`src/rtl/matmul_tile_scheduler_if.sv`:
```
// matmul_tile_scheduler_if: result-memory write port (stb/ack) driven by the tile scheduler
interface matmul_tile_scheduler_if #(parameter int N_LEN = 3) ();
  logic [N_LEN-1:0] z_row;
  logic [N_LEN-1:0] z_col;
  logic [31:0] z_data;
  logic z_stb;
  logic z_ack;
  modport master (output z_row, z_col, z_data, z_stb, input z_ack);
  modport slave (input z_row, z_col, z_data, z_stb, output z_ack);
endinterface

```
`src/rtl/matmul_tile_scheduler.sv`:
```
// matmul_tile_scheduler: runs one row_col_multiplier over every MxM tile of an NxN product
module matmul_tile_scheduler #(
  parameter int N = 8,
  parameter int M = 4,
  localparam int NT = N / M,
  localparam int N_LEN = $clog2(N),
  localparam int M_LEN = $clog2(M),
  localparam int T_LEN = NT > 1 ? $clog2(NT) : 1
) (
  input  logic clk,
  input  logic rst,
  input  logic start,
  input  logic abort,
  output logic busy,
  output logic done,
  output logic [T_LEN-1:0] tile_row,
  output logic [T_LEN-1:0] tile_col,
  output logic rc_rst,
  output logic rc_start,
  input  logic rc_done,
  input  logic [M_LEN-1:0] rc_a_i,
  input  logic [N_LEN-1:0] rc_a_j,
  input  logic [N_LEN-1:0] rc_b_i,
  input  logic [M_LEN-1:0] rc_b_j,
  input  logic [31:0] rc_z_out,
  input  logic [M_LEN-1:0] rc_z_i,
  input  logic [M_LEN-1:0] rc_z_j,
  input  logic rc_z_stb,
  output logic rc_z_ack,
  output logic [31:0] rc_cur,
  output logic [N_LEN-1:0] a_row,
  output logic [N_LEN-1:0] a_col,
  output logic [N_LEN-1:0] b_row,
  output logic [N_LEN-1:0] b_col,
  output logic [N_LEN-1:0] cur_row,
  output logic [N_LEN-1:0] cur_col,
  input  logic [31:0] cur_data,
  matmul_tile_scheduler_if.master zb
);
  typedef enum logic [2:0] {IDLE, CLEAR, LAUNCH, RUN, DRAIN, FIN} state_t;
  state_t state, next;
  logic [N_LEN-1:0] row_base, col_base;
  logic kill, last, drained, cap;
  assign row_base = N_LEN'(tile_row) << M_LEN;
  assign col_base = N_LEN'(tile_col) << M_LEN;
  assign a_row = row_base + N_LEN'(rc_a_i);
  assign a_col = rc_a_j;
  assign b_row = rc_b_i;
  assign b_col = col_base + N_LEN'(rc_b_j);
  assign cur_row = row_base + N_LEN'(rc_z_i);
  assign cur_col = col_base + N_LEN'(rc_z_j);
  assign rc_cur = cur_data;
  assign busy = state != IDLE;
  assign done = state == FIN;
  assign rc_rst = state == IDLE || state == CLEAR || state == FIN;
  assign rc_start = state == LAUNCH || state == RUN;
  assign kill = abort && state != IDLE;
  assign last = tile_row == T_LEN'(NT - 1) && tile_col == T_LEN'(NT - 1);
  assign drained = !zb.z_stb && !rc_z_stb;
  // rc_z_ack still high means the unit has not yet dropped the stb we just took
  assign cap = rc_z_stb && !zb.z_stb && !rc_z_ack;
  always_comb begin
    next = state;
    case (state)
      IDLE:    next = start && !abort ? CLEAR : IDLE;
      CLEAR:   next = LAUNCH;
      LAUNCH:  next = RUN;
      RUN:     next = rc_done ? DRAIN : RUN;
      DRAIN:   next = drained ? (last ? FIN : CLEAR) : DRAIN;
      default: next = IDLE;
    endcase
    if (kill) next = IDLE;
  end
  always_ff @(posedge clk or posedge rst) begin
    if (rst) begin
      state <= IDLE;
      tile_row <= '0;
      tile_col <= '0;
    end else begin
      state <= next;
      if (state == IDLE && next == CLEAR) begin
        tile_row <= '0;
        tile_col <= '0;
      end else if (state == DRAIN && next == CLEAR) begin
        tile_col <= tile_col == T_LEN'(NT - 1) ? '0 : tile_col + T_LEN'(1);
        if (tile_col == T_LEN'(NT - 1)) tile_row <= tile_row + T_LEN'(1);
      end
    end
  end
  always_ff @(posedge clk or posedge rst) begin
    if (rst) begin
      zb.z_stb <= 1'b0;
      zb.z_row <= '0;
      zb.z_col <= '0;
      zb.z_data <= '0;
      rc_z_ack <= 1'b0;
    end else if (kill) begin
      zb.z_stb <= 1'b0;
      rc_z_ack <= 1'b0;
    end else begin
      rc_z_ack <= cap;
      if (cap) begin
        zb.z_stb <= 1'b1;
        zb.z_row <= cur_row;
        zb.z_col <= cur_col;
        zb.z_data <= rc_z_out;
      end else if (zb.z_ack) zb.z_stb <= 1'b0;
    end
  end
endmodule

```
`src/flat_wrapper.sv`:
```
// flat-port wrapper written by rule: the top's interface ports become plain ports
module matmul_tile_scheduler_flat 
#(
  parameter int N = 8,
  parameter int M = 4,
  localparam int NT = N / M,
  localparam int N_LEN = $clog2(N),
  localparam int M_LEN = $clog2(M),
  localparam int T_LEN = NT > 1 ? $clog2(NT) : 1
)
  (clk, rst, start, abort, busy, done, tile_row, tile_col, rc_rst, rc_start, rc_done, rc_a_i, rc_a_j, rc_b_i, rc_b_j, rc_z_out, rc_z_i, rc_z_j, rc_z_stb, rc_z_ack, rc_cur, a_row, a_col, b_row, b_col, cur_row, cur_col, cur_data, zb_z_row, zb_z_col, zb_z_data, zb_z_stb, zb_z_ack);
  matmul_tile_scheduler_if #(.N_LEN((3))) zb_i ();
  input  logic clk;
  input  logic rst;
  input  logic start;
  input  logic abort;
  output logic busy;
  output logic done;
  output logic [T_LEN-1:0] tile_row;
  output logic [T_LEN-1:0] tile_col;
  output logic rc_rst;
  output logic rc_start;
  input  logic rc_done;
  input  logic [M_LEN-1:0] rc_a_i;
  input  logic [N_LEN-1:0] rc_a_j;
  input  logic [N_LEN-1:0] rc_b_i;
  input  logic [M_LEN-1:0] rc_b_j;
  input  logic [31:0] rc_z_out;
  input  logic [M_LEN-1:0] rc_z_i;
  input  logic [M_LEN-1:0] rc_z_j;
  input  logic rc_z_stb;
  output logic rc_z_ack;
  output logic [31:0] rc_cur;
  output logic [N_LEN-1:0] a_row;
  output logic [N_LEN-1:0] a_col;
  output logic [N_LEN-1:0] b_row;
  output logic [N_LEN-1:0] b_col;
  output logic [N_LEN-1:0] cur_row;
  output logic [N_LEN-1:0] cur_col;
  input  logic [31:0] cur_data;
  output wire logic [$bits(zb_i.z_row)-1:0] zb_z_row;
  output wire logic [$bits(zb_i.z_col)-1:0] zb_z_col;
  output wire logic [$bits(zb_i.z_data)-1:0] zb_z_data;
  output wire logic [$bits(zb_i.z_stb)-1:0] zb_z_stb;
  input wire logic [$bits(zb_i.z_ack)-1:0] zb_z_ack;
  assign zb_z_row = zb_i.z_row;
  assign zb_z_col = zb_i.z_col;
  assign zb_z_data = zb_i.z_data;
  assign zb_z_stb = zb_i.z_stb;
  assign zb_i.z_ack = zb_z_ack;
  matmul_tile_scheduler #(.N(N), .M(M)) u_core (.clk(clk), .rst(rst), .start(start), .abort(abort), .busy(busy), .done(done), .tile_row(tile_row), .tile_col(tile_col), .rc_rst(rc_rst), .rc_start(rc_start), .rc_done(rc_done), .rc_a_i(rc_a_i), .rc_a_j(rc_a_j), .rc_b_i(rc_b_i), .rc_b_j(rc_b_j), .rc_z_out(rc_z_out), .rc_z_i(rc_z_i), .rc_z_j(rc_z_j), .rc_z_stb(rc_z_stb), .rc_z_ack(rc_z_ack), .rc_cur(rc_cur), .a_row(a_row), .a_col(a_col), .b_row(b_row), .b_col(b_col), .cur_row(cur_row), .cur_col(cur_col), .cur_data(cur_data), .zb(zb_i));
endmodule
```
`config.mk`:
```
export PLATFORM = sky130hd
export DESIGN_NAME = matmul_tile_scheduler_flat
export DESIGN_NICKNAME = d
export VERILOG_FILES = /design/src/rtl/matmul_tile_scheduler_if.sv /design/src/rtl/matmul_tile_scheduler.sv /design/src/flat_wrapper.sv
export SDC_FILE = /design/constraint.sdc
export NUM_CORES = 1
export LEC_CHECK = 0
export ABC_AREA = 1
export CORE_ASPECT_RATIO = 1.1
export CORE_MARGIN = 2
export CORE_UTILIZATION = 33
export DETAILED_ROUTE_END_ITERATION = 8
export PLACE_DENSITY = 0.83
export SLEW_MARGIN = 20
export SYNTH_ARGS = -nofsm -noshare
export SYNTH_HDL_FRONTEND = slang
export SYNTH_SLANG_ARGS = --single-unit
```
`constraint.sdc`:
```
create_clock -name clk -period 1.8 [get_ports clk]
set_input_delay 0.36 -clock clk [delete_from_list [all_inputs] [get_ports clk]]
set_output_delay 0.36 -clock clk [all_outputs]
set_load 0.005 [all_outputs]
```
==> key figures <==
Timing
  – Final setup vio count: 0
  – Final Hold Viols: 0
  – Worst rel slew slack: 78.5%
  – Hold Slack: 0.423 ns
  – Max Clock Skew: 0.00926 ns
  – Fin crit share: 95.0%
  – RSZ-0062 raised after global routing: false
  – Worst slew pin tran: 0.323 ns
  – Slew Limit Fails: 0
  – Highest clock rate: 0.585 GHz
  – Minimum clock period: 1.71 ns

Global route
  – First-pass GRT wire length: 7900 µm
  – GRT overflow: 0
  – Vias in the first global route: 1787
  – Tot GR Track Use: 13.9%
  – Largest net degree at the start of global routing: 27
  – Initial antenna violation count: 0

Setup path
  – R2R Path Start: u_core.state[2]
  – Crit-path max cell delay: 0.51 ns
  – CP startpoint: rc_z_j[0]
  – Slowest CP cell: clkdlybuf4s50_1
  – Critical path launch point type: input port
  – Crit path top cell by count: clkdlybuf4s50_1
  – CP Buf/Inv Count: 2
  – Crit path max-delay family: buffers and inverters
  – Worst r2r dst: u_core.tile_row
  – Crit Path Max Fanout: 2
  – Cells on worst reg2reg path: 11
  – Critical Path AT: 1.35 ns
  – R2R Setup Slk: 0.33 ns
  – CP endpoint kind: primary output
  – Critical path class: in -> out
  – CP Cell Sequence: clkdlybuf4s50_1 -> clkdlybuf4s50_1
  – Required time of the worst setup path: 1.44 ns

Power and ir drop
  – Switching Share: 33.8%
  – Pwr Total: 4640 µW
  – VDD IR max: 0.000566 V
  – Pleak: 0.00152 µW
  – Int Pwr: 3070 µW
  – Combinational share of power: 49.6%
  – Sequential power share: 38.1%
  – Clock network power share: 12.2%
  – Psw: 1570 µW
  – Pwr/cell area: 1540 mW/mm²

Yosys
  – Netlist area before placement: 0.00222 mm²
  – Adder-cell share of the synthesized area: 0%
  – Post-Synth Simple-Gate Area: 25.6%
  – Cells after synthesis: 269
  – Yosys Warn Count: 0
  – Mapped Nets: 354
  – Yosys reg bits: 45
  – Largest family of logic cells by synthesized area: simple AND/OR/NAND/NOR gates
  – Largest cells by area after synthesis: dfrtp_1, nand2_1, buf_4, inv_1, nor2_1
  – Post-synthesis mux area share: 0%
  – Sequential share of the synthesized area: 50.8%
  – Unique masters post-synth: 17
  – Synth area leader: dfrtp_1
  – Post-synthesis compound-gate area fraction: 1.75%
  – Area share of the largest cell type after synthesis: 50.8%
  – XOR/XNOR Fraction of Synth Area: 0%
  – Avg Inst Size Synth: 8.24 µm²

Clock tree
  – Total clock sinks: 45
  – CTS Hold Bufs: 0
  – CTS max path bufs: 2
  – H-tree Lvls: 2
  – Worst-Skew Late Latency: 0.29 ns
  – Clk slew on worst S/H paths: 0.08 ns
  – Total CTS buffers: 5
  – Root cell of the clock tree: clkbuf_8
  – CTS tree: yes

Layout
  – N_diodes: 0
  – Synthesis-to-layout area growth: 36.3%
  – FF/Latch Area: 0.00113 mm²
  – Area of the multi-input gates: 606 µm²
  – Layout cells sized above 1: 8.02%
  – Final Core Density: 46.1%
  – # fillers: 651
  – Commonest non-fill, non-tap cells in the layout: nand2_1, clkdlybuf4s50_1, dfrtp_1, inv_1, buf_4
  – Nets: 410
  – Most common cell after layout, fill and taps aside: nand2_1

Detailed routing
  – Met2 WL: 2700 µm
  – Highest routing layer actually used: met4
  – Wire length per cell: 12.5 µm
  – # DRC: 0
  – Metal-1 WL: 1880 µm
  – DRT Pass-1 Iters: 4
  – Post-DRT Antenna Nets: 0
  – DRT iter0 DRCs: 56
  – Vias: 1808
  – Via density: 4.45
  – Met3 WL post-DR: 363 µm
  – Wirelength, routed: 5080 µm

Place
  – Placer Congestion: 0.737
  – Detailed Place HPWL: 3820 µm
  – PortBufs: 96

Floorplanning
  – Ports: 181
  – Initial Util: 33.8%
  – Core Rows: 31
  – DIE WIDTH: 82.1 µm
  – Area of the die: 0.00739 mm²
  – Die height: 89.9 µm
  – CORE AREA: 0.00656 mm²

Worst hold path
  – Hold Path Class: in -> async

Run status
  – Status: finished, final reports clean

Flow run
  – Max-cap violations: 0
## worst reg2reg max path, cell delays in order (launching register included)
cell,delay [ns]
dfrtp_2,0.45
buf_4,0.15
inv_2,0.05
nand2_1,0.08
inv_2,0.08
nand2_1,0.05
nand3_1,0.07
nand2_1,0.07
nor2_1,0.20
nand2_1,0.08
nand2_1,0.06
nand2_1,0.05
## metrics by stage
step | TNS (ns) | instances | setup slack, ns | instance area [µm²]
2_1_floorplan | 0 | 269 | 0.381 | 2220
3_3_place_gp | 0 | 395 | 0.102 | 2910
3_5_place_dp | 0 | 395 | 0.0754 | 2910
4_1_cts | -0.0263 | 403 | -0.0263 | 2990
5_1_grt | 0 | 406 | 0.0494 | 3020
6_report | 0 | 406 | 0.0896 | 3020
## kinds of logic after synthesis
kind of cell	Yosys count
AND/OR/NAND/NOR	145
buffers and inverters	72
AO/OA/AOI/OAI	7
flip-flops	45
## power groups by stage
| stage | clock (µW) | combinational, µW | sequential, µW |
|---|---|---|---|
| after floorplan | 0 | 1020 | 1800 |
| final | 567 | 2300 | 1770 |
| after CTS | 603 | 2310 | 1780 |
| after global routing | 653 | 2540 | 1820 |
| after detailed placement | 0 | 2290 | 1790 |
| after global placement | 0 | 2220 | 1780 |
## cells in the mapped netlist
master,n
nand3_1,6
nor2_2,1
buf_6,3
inv_1,13
nand2_4,1
dfrtp_1,45
inv_2,1
o31ai_1,1
buf_2,3
a21oi_1,2
clkbuf_1,2
a31oi_1,1
nand2_2,2
o21ai_0,3
nand2_1,126
buf_4,50
nor2_1,9
## registers in the layout, indices dropped and copies added (netlist names)
name              cells
u_core.zb.z_data     32
u_core.state          3
u_core.zb.z_col       3
u_core.zb.z_row       3
u_core.rc_z_ack       1
u_core.tile_col       1
u_core.tile_row       1
u_core.zb.z_stb       1
## metal layers
| layer | global-route usage, % | vias to the layer above |
|---|---|---|
| met5 | 0 | - |
| met3 | 5.32 | 24 |
| met4 | 6.81 | 0 |
| met2 | 24.3 | 80 |
| met1 | 13.9 | 839 |
| li1 | - | 865 |
## cell type report
class                   instances  share of cell area (%)
well taps                      82                    3.40
inverters                      14                    1.74
multi-input cells             152                    20.0
clock buffers                   5                    2.28
flip-flops and latches         45                    37.3
clock inverters                 1                   0.166
repair buffers                107                    35.0
## how the worst max path moves through the flow
stage,to,depth (start not counted)
6_report,cur_col[0],2
5_1_grt,cur_row[0],2
4_1_cts,rc_rst,3
3_5_place_dp,u_core.tile_row,10
3_3_place_gp,cur_row[0],2
2_1_floorplan,u_core.rc_z_ack,1
## repair_timing
action,in CTS,in global routing
setup endpoints to repair,4,2
setup buffers,2,3
pin swaps,0,0
resized for setup,5,2
Note: power is estimated with default switching activity, not from simulation.
